==> config.mk <==
export PLATFORM = sky130hd
export DESIGN_NAME = reg_write_arbiter_flat
export DESIGN_NICKNAME = d
export VERILOG_FILES = /design/src/rtl/reg_write_arbiter_pkg.sv /design/src/rtl/reg_write_arbiter_if.sv /design/src/rtl/reg_write_arbiter_rr_pick.sv /design/src/rtl/reg_write_arbiter.sv /design/src/flat_wrapper.sv
export SDC_FILE = /design/constraint.sdc
export NUM_CORES = 1
export LEC_CHECK = 0
export CAP_MARGIN = 30
export CORE_UTILIZATION = 65
export CTS_CLUSTER_SIZE = 20
export DETAILED_ROUTE_END_ITERATION = 12
export DONT_BUFFER_PORTS = 1
export MAX_ROUTING_LAYER = met4
export PLACE_DENSITY = 0.79
export REMOVE_ABC_BUFFERS = 1
export SKIP_CTS_REPAIR_TIMING = 1
export SYNTH_ARGS = -nofsm -noshare
export SYNTH_HDL_FRONTEND = slang
export SYNTH_SLANG_ARGS = --single-unit
==> constraint.sdc <==
create_clock -name clk -period 2.8 [get_ports clk]
set_input_delay 0.56 -clock clk [delete_from_list [all_inputs] [get_ports clk]]
set_output_delay 0.56 -clock clk [all_outputs]
set_load 0.005 [all_outputs]
==> src/rtl/reg_write_arbiter_pkg.sv <==
// Shared types and helpers for the round-robin register write arbiter.
package arb_pkg;

  typedef enum logic {
    ST_IDLE  = 1'b0,
    ST_GRANT = 1'b1
  } arb_state_e;

  // Index width for N requesters; never below 1 so N==1 still has a legal vector.
  function automatic int arb_clog2(input int v);
    int r;
    r = 0;
    while ((1 << r) < v) r++;
    return (r < 1) ? 1 : r;
  endfunction

endpackage

==> src/rtl/reg_write_arbiter_if.sv <==
// Requester-side bus of the shared register arbiter; lock exists only when ARB_LOCK_EN is defined.
interface reg_write_arbiter_if #(
  parameter int N = 4,
  parameter int W = 8
);
  logic [N-1:0]   req;
  logic [N*W-1:0] wdata;
`ifdef ARB_LOCK_EN
  logic [N-1:0]   lock;
`endif
  logic [N-1:0]   gnt;
  logic           busy;
  logic [W-1:0]   q;

`ifdef ARB_LOCK_EN
  modport master (output req, wdata, lock, input gnt, busy, q);
  modport slave  (input req, wdata, lock, output gnt, busy, q);
`else
  modport master (output req, wdata, input gnt, busy, q);
  modport slave  (input req, wdata, output gnt, busy, q);
`endif
endinterface

==> src/rtl/reg_write_arbiter_rr_pick.sv <==
// Combinational round-robin picker: first set request at or after ptr, wrapping modulo N.
module reg_write_arbiter_rr_pick #(
  parameter int N  = 4,
  parameter int PW = 2
) (
  input  logic [N-1:0]  req,
  input  logic [PW-1:0] ptr,
  output logic [N-1:0]  onehot,
  output logic [PW-1:0] idx,
  output logic          any
);
  logic [2*N-1:0] dbl;
  int             sel;

  // Lower copy is masked below ptr, so the lowest set bit of the doubled vector is the winner.
  always_comb begin
    dbl = {req, req};
    for (int i = 0; i < N; i++) begin
      if (i < int'(ptr)) dbl[i] = 1'b0;
    end
    sel = 0;
    for (int i = 2*N-1; i >= 0; i--) begin
      if (dbl[i]) sel = i;
    end
    any    = |req;
    idx    = PW'(sel % N);
    onehot = any ? (N'(1) << idx) : '0;
  end

endmodule

==> src/rtl/reg_write_arbiter.sv <==
// Round-robin write arbiter owning one shared W-bit register; ARB_LOCK_EN adds per-requester grant hold.
//   state    | meaning
//   ST_IDLE  | no grant, q holds, waiting for any req
//   ST_GRANT | gnt one-hot on winner, q loads winner's wdata at the edge
module reg_write_arbiter
  import arb_pkg::*;
#(
  parameter int N = 4,
  parameter int W = 8
) (
  input  logic               clk,
  input  logic               reset,
  reg_write_arbiter_if.slave bus
);
  localparam int PW = arb_clog2(N);

  arb_state_e    state, state_n;
  logic [N-1:0]  gnt, gnt_n;
  logic [PW-1:0] ptr, ptr_n, win, win_n;
  logic [PW-1:0] ptr_after, pick_ptr, pick_idx;
  logic [N-1:0]  pick_req, pick_oh;
  logic          pick_any, hold, q_we;
  logic [W-1:0]  q;

  assign ptr_after = (win == PW'(N-1)) ? '0 : win + 1'b1;

`ifdef ARB_LOCK_EN
  assign hold = bus.lock[win];
`else
  assign hold = 1'b0;
`endif

  // During a grant the current winner is masked and the search starts past it.
  always_comb begin
    pick_req = bus.req;
    pick_ptr = ptr;
    if (state == ST_GRANT) begin
      pick_req = bus.req & ~gnt;
      pick_ptr = ptr_after;
    end
  end

  reg_write_arbiter_rr_pick #(.N(N), .PW(PW)) u_pick (
    .req    (pick_req),
    .ptr    (pick_ptr),
    .onehot (pick_oh),
    .idx    (pick_idx),
    .any    (pick_any)
  );

  always_comb begin
    state_n = state;
    gnt_n   = gnt;
    win_n   = win;
    ptr_n   = ptr;
    q_we    = 1'b0;
    case (state)
      ST_IDLE: begin
        gnt_n = '0;
        if (pick_any) begin
          state_n = ST_GRANT;
          gnt_n   = pick_oh;
          win_n   = pick_idx;
        end
      end
      ST_GRANT: begin
        q_we = 1'b1;
        if (!hold) begin
          ptr_n = ptr_after;
          if (pick_any) begin
            gnt_n = pick_oh;
            win_n = pick_idx;
          end else begin
            state_n = ST_IDLE;
            gnt_n   = '0;
          end
        end
      end
      default: begin
        state_n = ST_IDLE;
        gnt_n   = '0;
      end
    endcase
  end

  always_ff @(posedge clk) begin
    if (!reset) begin
      state <= ST_IDLE;
      gnt   <= '0;
      win   <= '0;
      ptr   <= '0;
      q     <= '0;
    end else begin
      state <= state_n;
      gnt   <= gnt_n;
      win   <= win_n;
      ptr   <= ptr_n;
      if (q_we) q <= bus.wdata[int'(win)*W +: W];
    end
  end

  assign bus.gnt  = gnt;
  assign bus.busy = |gnt;
  assign bus.q    = q;

endmodule

==> src/flat_wrapper.sv <==
// flat-port wrapper written by rule: the top's interface ports become plain ports
module reg_write_arbiter_flat import arb_pkg::*;
#(
  parameter int N = 4,
  parameter int W = 8
)
  (clk, reset, bus_req, bus_wdata, bus_gnt, bus_busy, bus_q);
  reg_write_arbiter_if #(.N(N), .W(W)) bus_i ();
  input  logic clk;
  input  logic reset;
  input wire logic [$bits(bus_i.req)-1:0] bus_req;
  input wire logic [$bits(bus_i.wdata)-1:0] bus_wdata;
  output wire logic [$bits(bus_i.gnt)-1:0] bus_gnt;
  output wire logic [$bits(bus_i.busy)-1:0] bus_busy;
  output wire logic [$bits(bus_i.q)-1:0] bus_q;
  assign bus_i.req = bus_req;
  assign bus_i.wdata = bus_wdata;
  assign bus_gnt = bus_i.gnt;
  assign bus_busy = bus_i.busy;
  assign bus_q = bus_i.q;
  reg_write_arbiter #(.N(N), .W(W)) u_core (.clk(clk), .reset(reset), .bus(bus_i));
endmodule
==> flow_summary.json, run 1 <==
{
  "outcome": "finished clean",
  "cp-end-kind": "flip-flop",
  "period_share_pct": 74.2,
  "start_kind": "flip-flop",
  "dp_slack_ns": 0.801,
  "multi_input_area_um2": 666,
  "synthTopCellsByArea": "dfxtp_1 (32%), mux4_2 (17%), mux2i_1 (8.5%), nor2_1 (5.7%), nor2b_1 (3.0%)",
  "fill_cells": 106,
  "firstDrtPassIters": 4,
  "boundaryPins": 51,
  "drc": 0,
  "whs_ns": 0.489,
  "timing.rr.end": "u_core.bus.gnt[1]$_SDFF_PP0_",
  "core_area_um2": 1510,
  "track_usage_pct": 28.2,
  "relSlewSlack_pct": 49.5,
  "wl_per_cell_um": 18.9,
  "wl_um": 2330,
  "drv_cap": 0,
  "syn_area_um2": 1060,
  "async_flop_share_pct": 0,
  "hold_violations": 0,
  "setup_viol": 0,
  "vias": 864,
  "grt_antenna_before_repair": 0,
  "rows": 14,
  "r2r_cells": 5,
  "synthTopCellsByCount": "dfxtp_1 (17), nor2_1 (16), mux2i_1 (9)",
  "ir_drop_mv": 0.380,
  "htree_levels": 1,
  "final_area_um2": 1080,
  "grt_pass1_vias": 747,
  "cp_max_fo": 16,
  "layout.area.seq_um2": 340,
  "clock_skew_ns": 0.00593,
  "rr_startpoint": "u_core.win[0]$_SDFFE_PN0N_",
  "cp.required_ns": 3.05,
  "leakagePower_nw": 0.439,
  "num-nets-final": 146,
  "hold_depth": 3,
  "synth_top_area_share_pct": 32.2,
  "viasPerCell": 7.02,
  "cts.sinks": 17,
  "ys_seq_area_share_pct": 32.2,
  "start_util_pct": 70.1,
  "dp_hpwl_um": 1680,
  "insertion_delay_ns": 0.31,
  "die_h_um": 42.3,
  "synthFlopType": "dfxtp_1",
  "fmax_ghz": 0.481,
  "grt_start_max_net_pins": 23,
  "total_power_mw": 0.622,
  "slew_viol_final": 0,
  "hold_path_class": "input port to flip-flop",
  "syn_inst": 108,
  "gp_congestion": 0.993,
  "die_area_um2": 1790,
  "rsz0062_at_grt": "false",
  "p_per_area_nw_per_um2": 578,
  "fin_crit_ns": 2.08,
  "yosys_warnings": 0,
  "path_clk_slew_ns": 0.11,
  "grt_pass1_wl_um": 3630,
  "min_to": "u_core.bus.gnt[3]$_SDFF_PN0_",
  "cts_made_buffers": 3,
  "fin_setup_tns_ns": 0,
  "fin_cells": 123,
  "ys_ff_latch": 17,
  "placed_cells": 119,
  "drive_gt1_share_pct": 15.9,
  "synth_most_common_cell": "dfxtp_1",
  "cts_tree": "done",
  "n_antenna_cell": 0,
  "antenna_left": 0,
  "placed_cell_area_um2": 1050,
  "yosysTopAreaCell": "dfxtp_1",
  "grt-ovfl-total": 0,
  "cts_root_buf": "clkbuf_4",
  "synth_cell_types": 36,
  "drt_iter0_markers": 26,
  "port_buffers": 0,
  "syn2layout_area_growth_pct": 1.90,
  "r2r_slack_ns": 0.72,
  "min_from": "reset",
  "utilization_pct": 71.4,
  "tightest_slew_ns": 0.757,
  "clockBufferDepth": 2,
  "crit_arrival_ns": 2.33,
  "setup_ws_ns": 0.722,
  "synth_area_per_cell_um2": 9.78,
  "die_w_um": 42.3,
  "synth-edff-count": 0,
  "path_class": "flip-flop to flip-flop"
}
-- report_power, final --
part	switching [mW]	internal (mW)
clock network	0.0896	0.0535
registers	0.0507	0.271
logic	0.0645	0.0930
total	0.205	0.417
-- sequential cells by signal, indices dropped and copies added (netlist names) --
name / count
u_core.state: 1
u_core.bus.gnt: 4
u_core.win: 2
u_core.ptr: 2
u_core.bus.q: 8
-- metal layers --
| layer | global-route usage [%] | wire (um) | vias to the layer above |
|---|---|---|---|
| li1 | - | - | 397 |
| met1 | 38.2 | 947 | 410 |
| met2 | 41.5 | 1120 | 48 |
| met3 | 6.47 | 201 | 9 |
| met4 | 10.6 | 51 | 0 |
| met5 | - | 0 | - |
-- cell usage in the layout (no fill, tap or decap), types with 3 or more instances in the layout --
cell type | netlist | routed
mux2i_1 | 9 | 9
mux4_2 | 8 | 8
nor2b_1 | 5 | 5
nand2b_1 | 3 | 3
nand2_1 | 4 | 4
and3b_1 | 3 | 3
inv_1 | 4 | 4
dfxtp_1 | 17 | 17
a21oi_1 | 5 | 5
nor2_1 | 16 | 16
clkbuf_4 | 0 | 3
o21ai_0 | 3 | 3
-- worst max-delay path by stage --
stage                                           from                      endpoint  slack [ns]  cells past startpoint
after floorplan              u_core.state$_SDFF_PN0_  u_core.bus.gnt[1]$_SDFF_PP0_        0.87                      5
after global placement    u_core.win[0]$_SDFFE_PN0N_  u_core.bus.gnt[0]$_SDFF_PP0_        0.87                      5
after detailed placement  u_core.win[0]$_SDFFE_PN0N_  u_core.bus.gnt[1]$_SDFF_PP0_        0.80                      5
after CTS                 u_core.win[0]$_SDFFE_PN0N_  u_core.bus.gnt[1]$_SDFF_PP0_        0.75                      5
after global routing      u_core.win[0]$_SDFFE_PN0N_  u_core.bus.gnt[1]$_SDFF_PP0_        0.59                      5
final                     u_core.win[0]$_SDFFE_PN0N_  u_core.bus.gnt[1]$_SDFF_PP0_        0.72                      5
-- final cells by class --
cell class / count / area share (%)
Tap cell: 16 / 1.86
Timing Repair Buffer: 1 / 0.698
Clock buffer: 3 / 2.09
Sequential cell: 17 / 31.6
Multi-Input combinational cell: 81 / 61.9
Clock inverter: 1 / 0.465
Inverter: 4 / 1.40
-- cell families after synthesis --
group           Yosys count  share of synthesized area [%]
compound gates           22                           15.5
xor+xnor                  1                          0.830
buf+inv                  10                           4.74
flops                    17                           32.2
mux                      17                           25.6
simple gates             41                           21.1
-- worst max-delay path, stage by stage, from the launching register on --
cell,delay [ns]
dfxtp_1,0.83
xor2_1,0.26
a21oi_2,0.29
mux2i_1,0.13
or3_1,0.40
nor2b_1,0.11
Note: power is estimated with default switching activity, not from simulation.
==> run 2: changes to the inputs <==
- ABC_AREA: default -> 1
- CORE_UTILIZATION: 65 -> 60
- PLACE_DENSITY: 0.79 -> 0.74
- clock period: 2.8 -> 2.2 ns (I/O delays scaled with it)
==> run 2 against run 1 <==
- register-to-register slack worse by 0.16 ns
- critical endpoint unchanged
- count of clock-buffer cells in the layout is 1 higher
- routed wire length is 6.9% lower
==> flow_summary.json, run 2 <==
{
  "clock_skew_ns": 0.00529,
  "placed_cell_area_um2": 980,
  "drv_cap": 0,
  "n_antenna_cell": 0,
  "rsz0062_at_grt": "false",
  "slew_viol_final": 0,
  "final_area_um2": 1010,
  "port_buffers": 0,
  "synth_xor_area_share_pct": 0,
  "grt_antenna_before_repair": 0,
  "wl_per_cell_um": 13.3,
  "grt_start_max_net_pins": 20,
  "vias": 954,
  "fin_setup_tns_ns": 0,
  "final_common_cell": "nor2_1",
  "firstDrtPassIters": 4,
  "clockBufferDepth": 2,
  "p_per_area_nw_per_um2": 747,
  "synthTopCellsByArea": "dfxtp_1 (35%), nor2_1 (15%), o21ai_0 (12%), inv_1 (5.8%), nand2_1 (5.4%)",
  "synth_most_common_cell": "nor2_1",
  "layout_common_cells": "nor2_1 (38), o21ai_0 (24), dfxtp_1 (17)",
  "path_class": "flip-flop to flip-flop",
  "htree_levels": 1,
  "synth_cell_types": 24,
  "die_w_um": 42.4,
  "cts_root_buf": "clkbuf_4",
  "cp-end-kind": "flip-flop",
  "track_usage_pct": 25.4,
  "core_area_um2": 1510,
  "crit_arrival_ns": 1.83,
  "num-nets-final": 186,
  "fmax_ghz": 0.609,
  "synthMuxAreaShare_pct": 0,
  "drt_iter0_markers": 11,
  "relSlewSlack_pct": 66.0,
  "hold_path_class": "input port to flip-flop",
  "insertion_delay_ns": 0.29,
  "syn_area_um2": 978,
  "largest_register_ff_count": 8,
  "layout.area.seq_um2": 340,
  "synth_top_family_by_area": "simple AND/OR/NAND/NOR gates",
  "synth_compound_area_share_pct": 23.3,
  "synth-edff-count": 0,
  "hold_depth": 2,
  "drc": 0,
  "async_flop_share_pct": 0,
  "grt_pass1_vias": 825,
  "leakagePower_nw": 0.488,
  "cts_made_buffers": 3,
  "grt_pass1_wl_um": 3400,
  "period_share_pct": 74.6,
  "synthSimpleGateAreaFrac_pct": 32.4,
  "multi_input_area_um2": 544,
  "hold_violations": 0,
  "synth_top_area_share_pct": 34.8,
  "syn2layout_area_growth_pct": 2.81,
  "slowest_delay_ns": 0.65,
  "antenna_left": 0,
  "cts.sinks": 17,
  "gp_congestion": 0.862,
  "utilization_pct": 66.8,
  "ir_drop_mv": 0.485,
  "die_h_um": 42.4,
  "start_kind": "flip-flop",
  "viasPerCell": 5.85,
  "synthAdderAreaFrac_pct": 0,
  "cpMostUsedCell": "nand2_1",
  "ys_ff_latch": 17,
  "setup_viol": 0,
  "grt_util_met1_pct": 32.9,
  "grt-ovfl-total": 0,
  "cp_max_fo": 15,
  "top_register": "u_core.bus.q",
  "synthTopCellsByCount": "nor2_1 (38), o21ai_0 (24), dfxtp_1 (17)",
  "cts_tree": "done",
  "cp_slowest_cell": "dfxtp_1",
  "synthFlopType": "dfxtp_1",
  "wl_um": 2160,
  "fill_cells": 132,
  "tightest_slew_ns": 0.509,
  "r2r_cells": 7,
  "drive_gt1_share_pct": 13.6,
  "die_area_um2": 1800,
  "dp_hpwl_um": 1640,
  "start_util_pct": 65.0,
  "grt.met3_usage_pct": 3.88,
  "yosysTopAreaCell": "dfxtp_1",
  "syn_inst": 147,
  "reg_top3": "u_core.bus.q: 8 flops, u_core.bus.gnt: 4 flops",
  "synth_area_per_cell_um2": 6.66,
  "cp_cell_sequence": "nand2_1, nand2_1, nand2_1, nor3_2, nor2_4, nand2_1, nor2_1",
  "grtUsageMet2_pct": 39.4,
  "ys_seq_area_share_pct": 34.8,
  "cp.required_ns": 2.39,
  "fin_crit_ns": 1.64,
  "yosys_warnings": 0,
  "boundaryPins": 51,
  "top_usage_layer": "met2",
  "rows": 14,
  "outcome": "finished clean",
  "path_clk_slew_ns": 0.09
}
run 2: layout make-up:
cell class / count / share of cell area [%]
flip-flops and latches: 17 / 33.8
clock buffers: 4 / 2.61
inverters: 16 / 5.97
repair buffers: 2 / 1.49
multi-input cells: 108 / 54.1
well taps: 16 / 1.99
run 2: cells by family after synthesis:
family          count (synthesis)
simple gates                   69
compound gates                 39
flops                          17
buf+inv                        22
run 2: worst max-delay path: cells and delay by family (launching register included):
kind             cells  cell delay (ns)
AND/OR/NAND/NOR      7             0.88
flip-flops           1             0.65
run 2: final timing paths:
check | from | endpoint | slack [ns]
max reg2reg | u_core.state$_SDFF_PN0_ | u_core.bus.gnt[1]$_SDFF_PP0_ | 0.56
min reg2reg | u_core.bus.q[5]$_SDFFE_PN0P_ | u_core.bus.q[5]$_SDFFE_PN0P_ | 0.60
min | reset | u_core.win[0]$_SDFFE_PN0N_ | 0.30
max | u_core.state$_SDFF_PN0_ | u_core.bus.gnt[1]$_SDFF_PP0_ | 0.56
run 2: through the flow:
step,instances,worst slack [ns],power [mW],hold slack [ns]
2_1_floorplan,141,0.593,0.541,0.531
3_3_place_gp,159,0.639,0.584,0.573
3_5_place_dp,159,0.582,0.593,0.577
4_1_cts,163,0.565,0.757,0.292
5_1_grt,163,0.367,0.799,0.282
6_report,163,0.559,0.752,0.297
run 2: report_power, final:
| group | leakage [nW] | switching (mW) | internal (mW) | total, mW |
|---|---|---|---|---|
| registers | 0.141 | 0.0287 | 0.342 | 0.371 |
| clock network | 0.0150 | 0.0956 | 0.0704 | 0.166 |
| logic | 0.332 | 0.136 | 0.0792 | 0.215 |
run 2: layer usage:
metal	wire length (um)	vias up
met5	0	-
li1	-	481
met4	23	0
met2	1030	30
met3	115	4
met1	994	439
==> run 3: changes to the inputs <==
- CORE_UTILIZATION: 60 -> 54
- PLACE_DENSITY: 0.74 -> 0.7
- clock period: 2.2 -> 1.4 ns (I/O delays scaled with it)
==> run 3 against run 2 <==
- the run now ends with negative setup slack left
- register-to-register slack got worse by 0.47 ns
- core utilization shrank 2.7 points
- sequential power up 60%
- total power up 63%
- routed wire length grew 0.42%
- flip-flop and latch count stayed put
- count of clock-buffer cells in the layout is the same
- worst hold slack got worse by 0.17 ns
- clock power grew 54%
- via count grew 0.73%
- critical path type is now flip-flop to output pin
- largest power group unchanged
- highest routed layer unchanged
==> flow_summary.json, run 3 (same netlist as run 2, synthesis figures left out) <==
{
  "outcome": "finished with violations",
  "violations": "negative setup slack",
  "final_area_um2": 1090,
  "cp_slowest_cell": "or4_4",
  "placed_cell_area_um2": 1040,
  "slew_viol_final": 0,
  "tightest_slew_ns": 0.443,
  "relSlewSlack_pct": 70.4,
  "fin_crit_ns": 1.43,
  "grt-ovfl-total": 0,
  "cp.required_ns": 1.12,
  "fill_cells": 149,
  "top_register": "u_core.bus.q",
  "final_common_cell": "nor2_1",
  "period_share_pct": 102,
  "wl_per_cell_um": 12.2,
  "drt_iter0_markers": 21,
  "gp_congestion": 0.904,
  "grt_pass1_wl_um": 3310,
  "htree_levels": 1,
  "placed_cells": 174,
  "hold_depth": 2,
  "utilization_pct": 64.1,
  "drc": 0,
  "cts_tree": "done",
  "timing.rr.end": "u_core.bus.gnt[2]$_SDFF_PN0_",
  "crit_arrival_ns": 1.15,
  "track_usage_pct": 23.5,
  "leakagePower_nw": 0.522,
  "grt_pass1_vias": 821,
  "rows": 15,
  "start_kind": "flip-flop",
  "die_w_um": 44.6,
  "cts.sinks": 17,
  "hold_violations": 0,
  "setup_viol": 1,
  "cts_made_buffers": 3,
  "grt_antenna_before_repair": 0,
  "cp_num_buf_inv": 0,
  "die_area_um2": 1990,
  "switching_power_mw": 0.416,
  "insertion_delay_ns": 0.28,
  "seqPwrFrac_pct": 48.4,
  "start_util_pct": 57.3,
  "viasPerCell": 5.40,
  "n_antenna_cell": 0,
  "path_depth": 1,
  "slowest_delay_ns": 0.53,
  "port_buffers": 0,
  "rsz0062_at_grt": "true",
  "min_from": "reset",
  "antenna_left": 0,
  "cp_cell_sequence": "or4_4",
  "clockBufferDepth": 2,
  "firstDrtPassIters": 4,
  "total_power_mw": 1.22,
  "cp_max_fo": 3,
  "reg_top3": "u_core.bus.q: 8 flops, u_core.bus.gnt: 4 flops",
  "die_h_um": 44.6,
  "swShare_pct": 33.9,
  "path_clk_slew_ns": 0.09,
  "syn2layout_area_growth_pct": 11.9,
  "cp-end-kind": "output pin",
  "pwr-share-clk_pct": 20.9,
  "setup_ws_ns": -0.0327,
  "drive_gt1_share_pct": 22.9,
  "hold_path_class": "input port to flip-flop",
  "crit_start": "u_core.bus.gnt[1]$_SDFF_PP0_",
  "largest_register_ff_count": 8,
  "critPathTopFamily": "simple AND/OR/NAND/NOR gates",
  "crit_end": "bus_busy",
  "layout_common_cells": "nor2_1 (38), o21ai_0 (24), inv_1 (15)",
  "p_per_area_nw_per_um2": 1120,
  "drv_cap": 0,
  "cts_root_buf": "clkbuf_4",
  "fmax_ghz": 0.698,
  "num-nets-final": 192,
  "r2r_slack_ns": 0.09,
  "ir_drop_mv": 0.561,
  "wl_um": 2170,
  "path_class": "flip-flop to output pin",
  "clock_skew_ns": 0.00307,
  "power_frac_comb_pct": 30.7,
  "fin_cells": 178,
  "boundaryPins": 51,
  "grt_start_max_net_pins": 17,
  "rr_startpoint": "u_core.state$_SDFF_PN0_",
  "dp_slack_ns": 0.000576,
  "r2r_cells": 5,
  "dp_hpwl_um": 1680,
  "core_area_um2": 1710,
  "vias": 961,
  "p_int_mw": 0.809
}
[run 3: cell count changes in the layout (fill, tap and decap cells not counted), moves of 2 or more]
cell     before  now
dfxtp_2       0    4
a21oi_1       2    0
buf_4         2    8
a21oi_2       0    2
dfxtp_1      17   12
[run 3: worst min-delay path by stage]
stage / slack (ns) / end
global route: 0.12 / u_core.win[1]$_SDFFE_PN0N_
detailed placement: 0.43 / u_core.win[0]$_SDFFE_PN0N_
floorplan: 0.42 / u_core.win[0]$_SDFFE_PN0N_
finish: 0.13 / u_core.win[0]$_SDFFE_PN0N_
global placement: 0.43 / u_core.win[0]$_SDFFE_PN0N_
CTS: 0.12 / u_core.win[0]$_SDFFE_PN0N_
[run 3: worst reg2reg max path: stages, from the launching register on]
cell	delay [ns]
dfxtp_4	0.39
a21boi_1	0.37
a21o_1	0.13
nand2_1	0.10
a21oi_2	0.17
nor2_1	0.05
[run 3: per-stage QoR]
stage / hold WS [ns] / TNS [ns]
finish: 0.129 / -0.0327
global route: 0.116 / -0.0706
CTS: 0.124 / -0.107
detailed placement: 0.430 / 0
global placement: 0.434 / 0
floorplan: 0.422 / -1.45
[run 3: power groups by stage]
stage          registers (mW)  logic [mW]  clock network (mW)
2_1_floorplan           0.600       0.249                   0
3_3_place_gp            0.599       0.343                   0
3_5_place_dp            0.599       0.356                   0
4_1_cts                 0.588       0.355               0.265
5_1_grt                 0.600       0.422               0.286
6_report                0.592       0.376               0.256
[run 3: area by class of cell]
type | count | area, um^2 | share of cell area (%)
flip-flops and latches | 17 | 349 | 31.9
well taps | 25 | 31.3 | 2.86
repair buffers | 8 | 60.1 | 5.49
inverters | 16 | 62.6 | 5.71
multi-input cells | 108 | 566 | 51.7
clock buffers | 4 | 26.3 | 2.40
[run 3: metal layers]
metal	vias to the layer above	track usage, %	part of all wire [%]
met5	-	-	0
met4	0	10.9	1.1
met3	4	4.49	5.4
met2	39	37.4	50
met1	427	28.4	44
li1	491	-	-
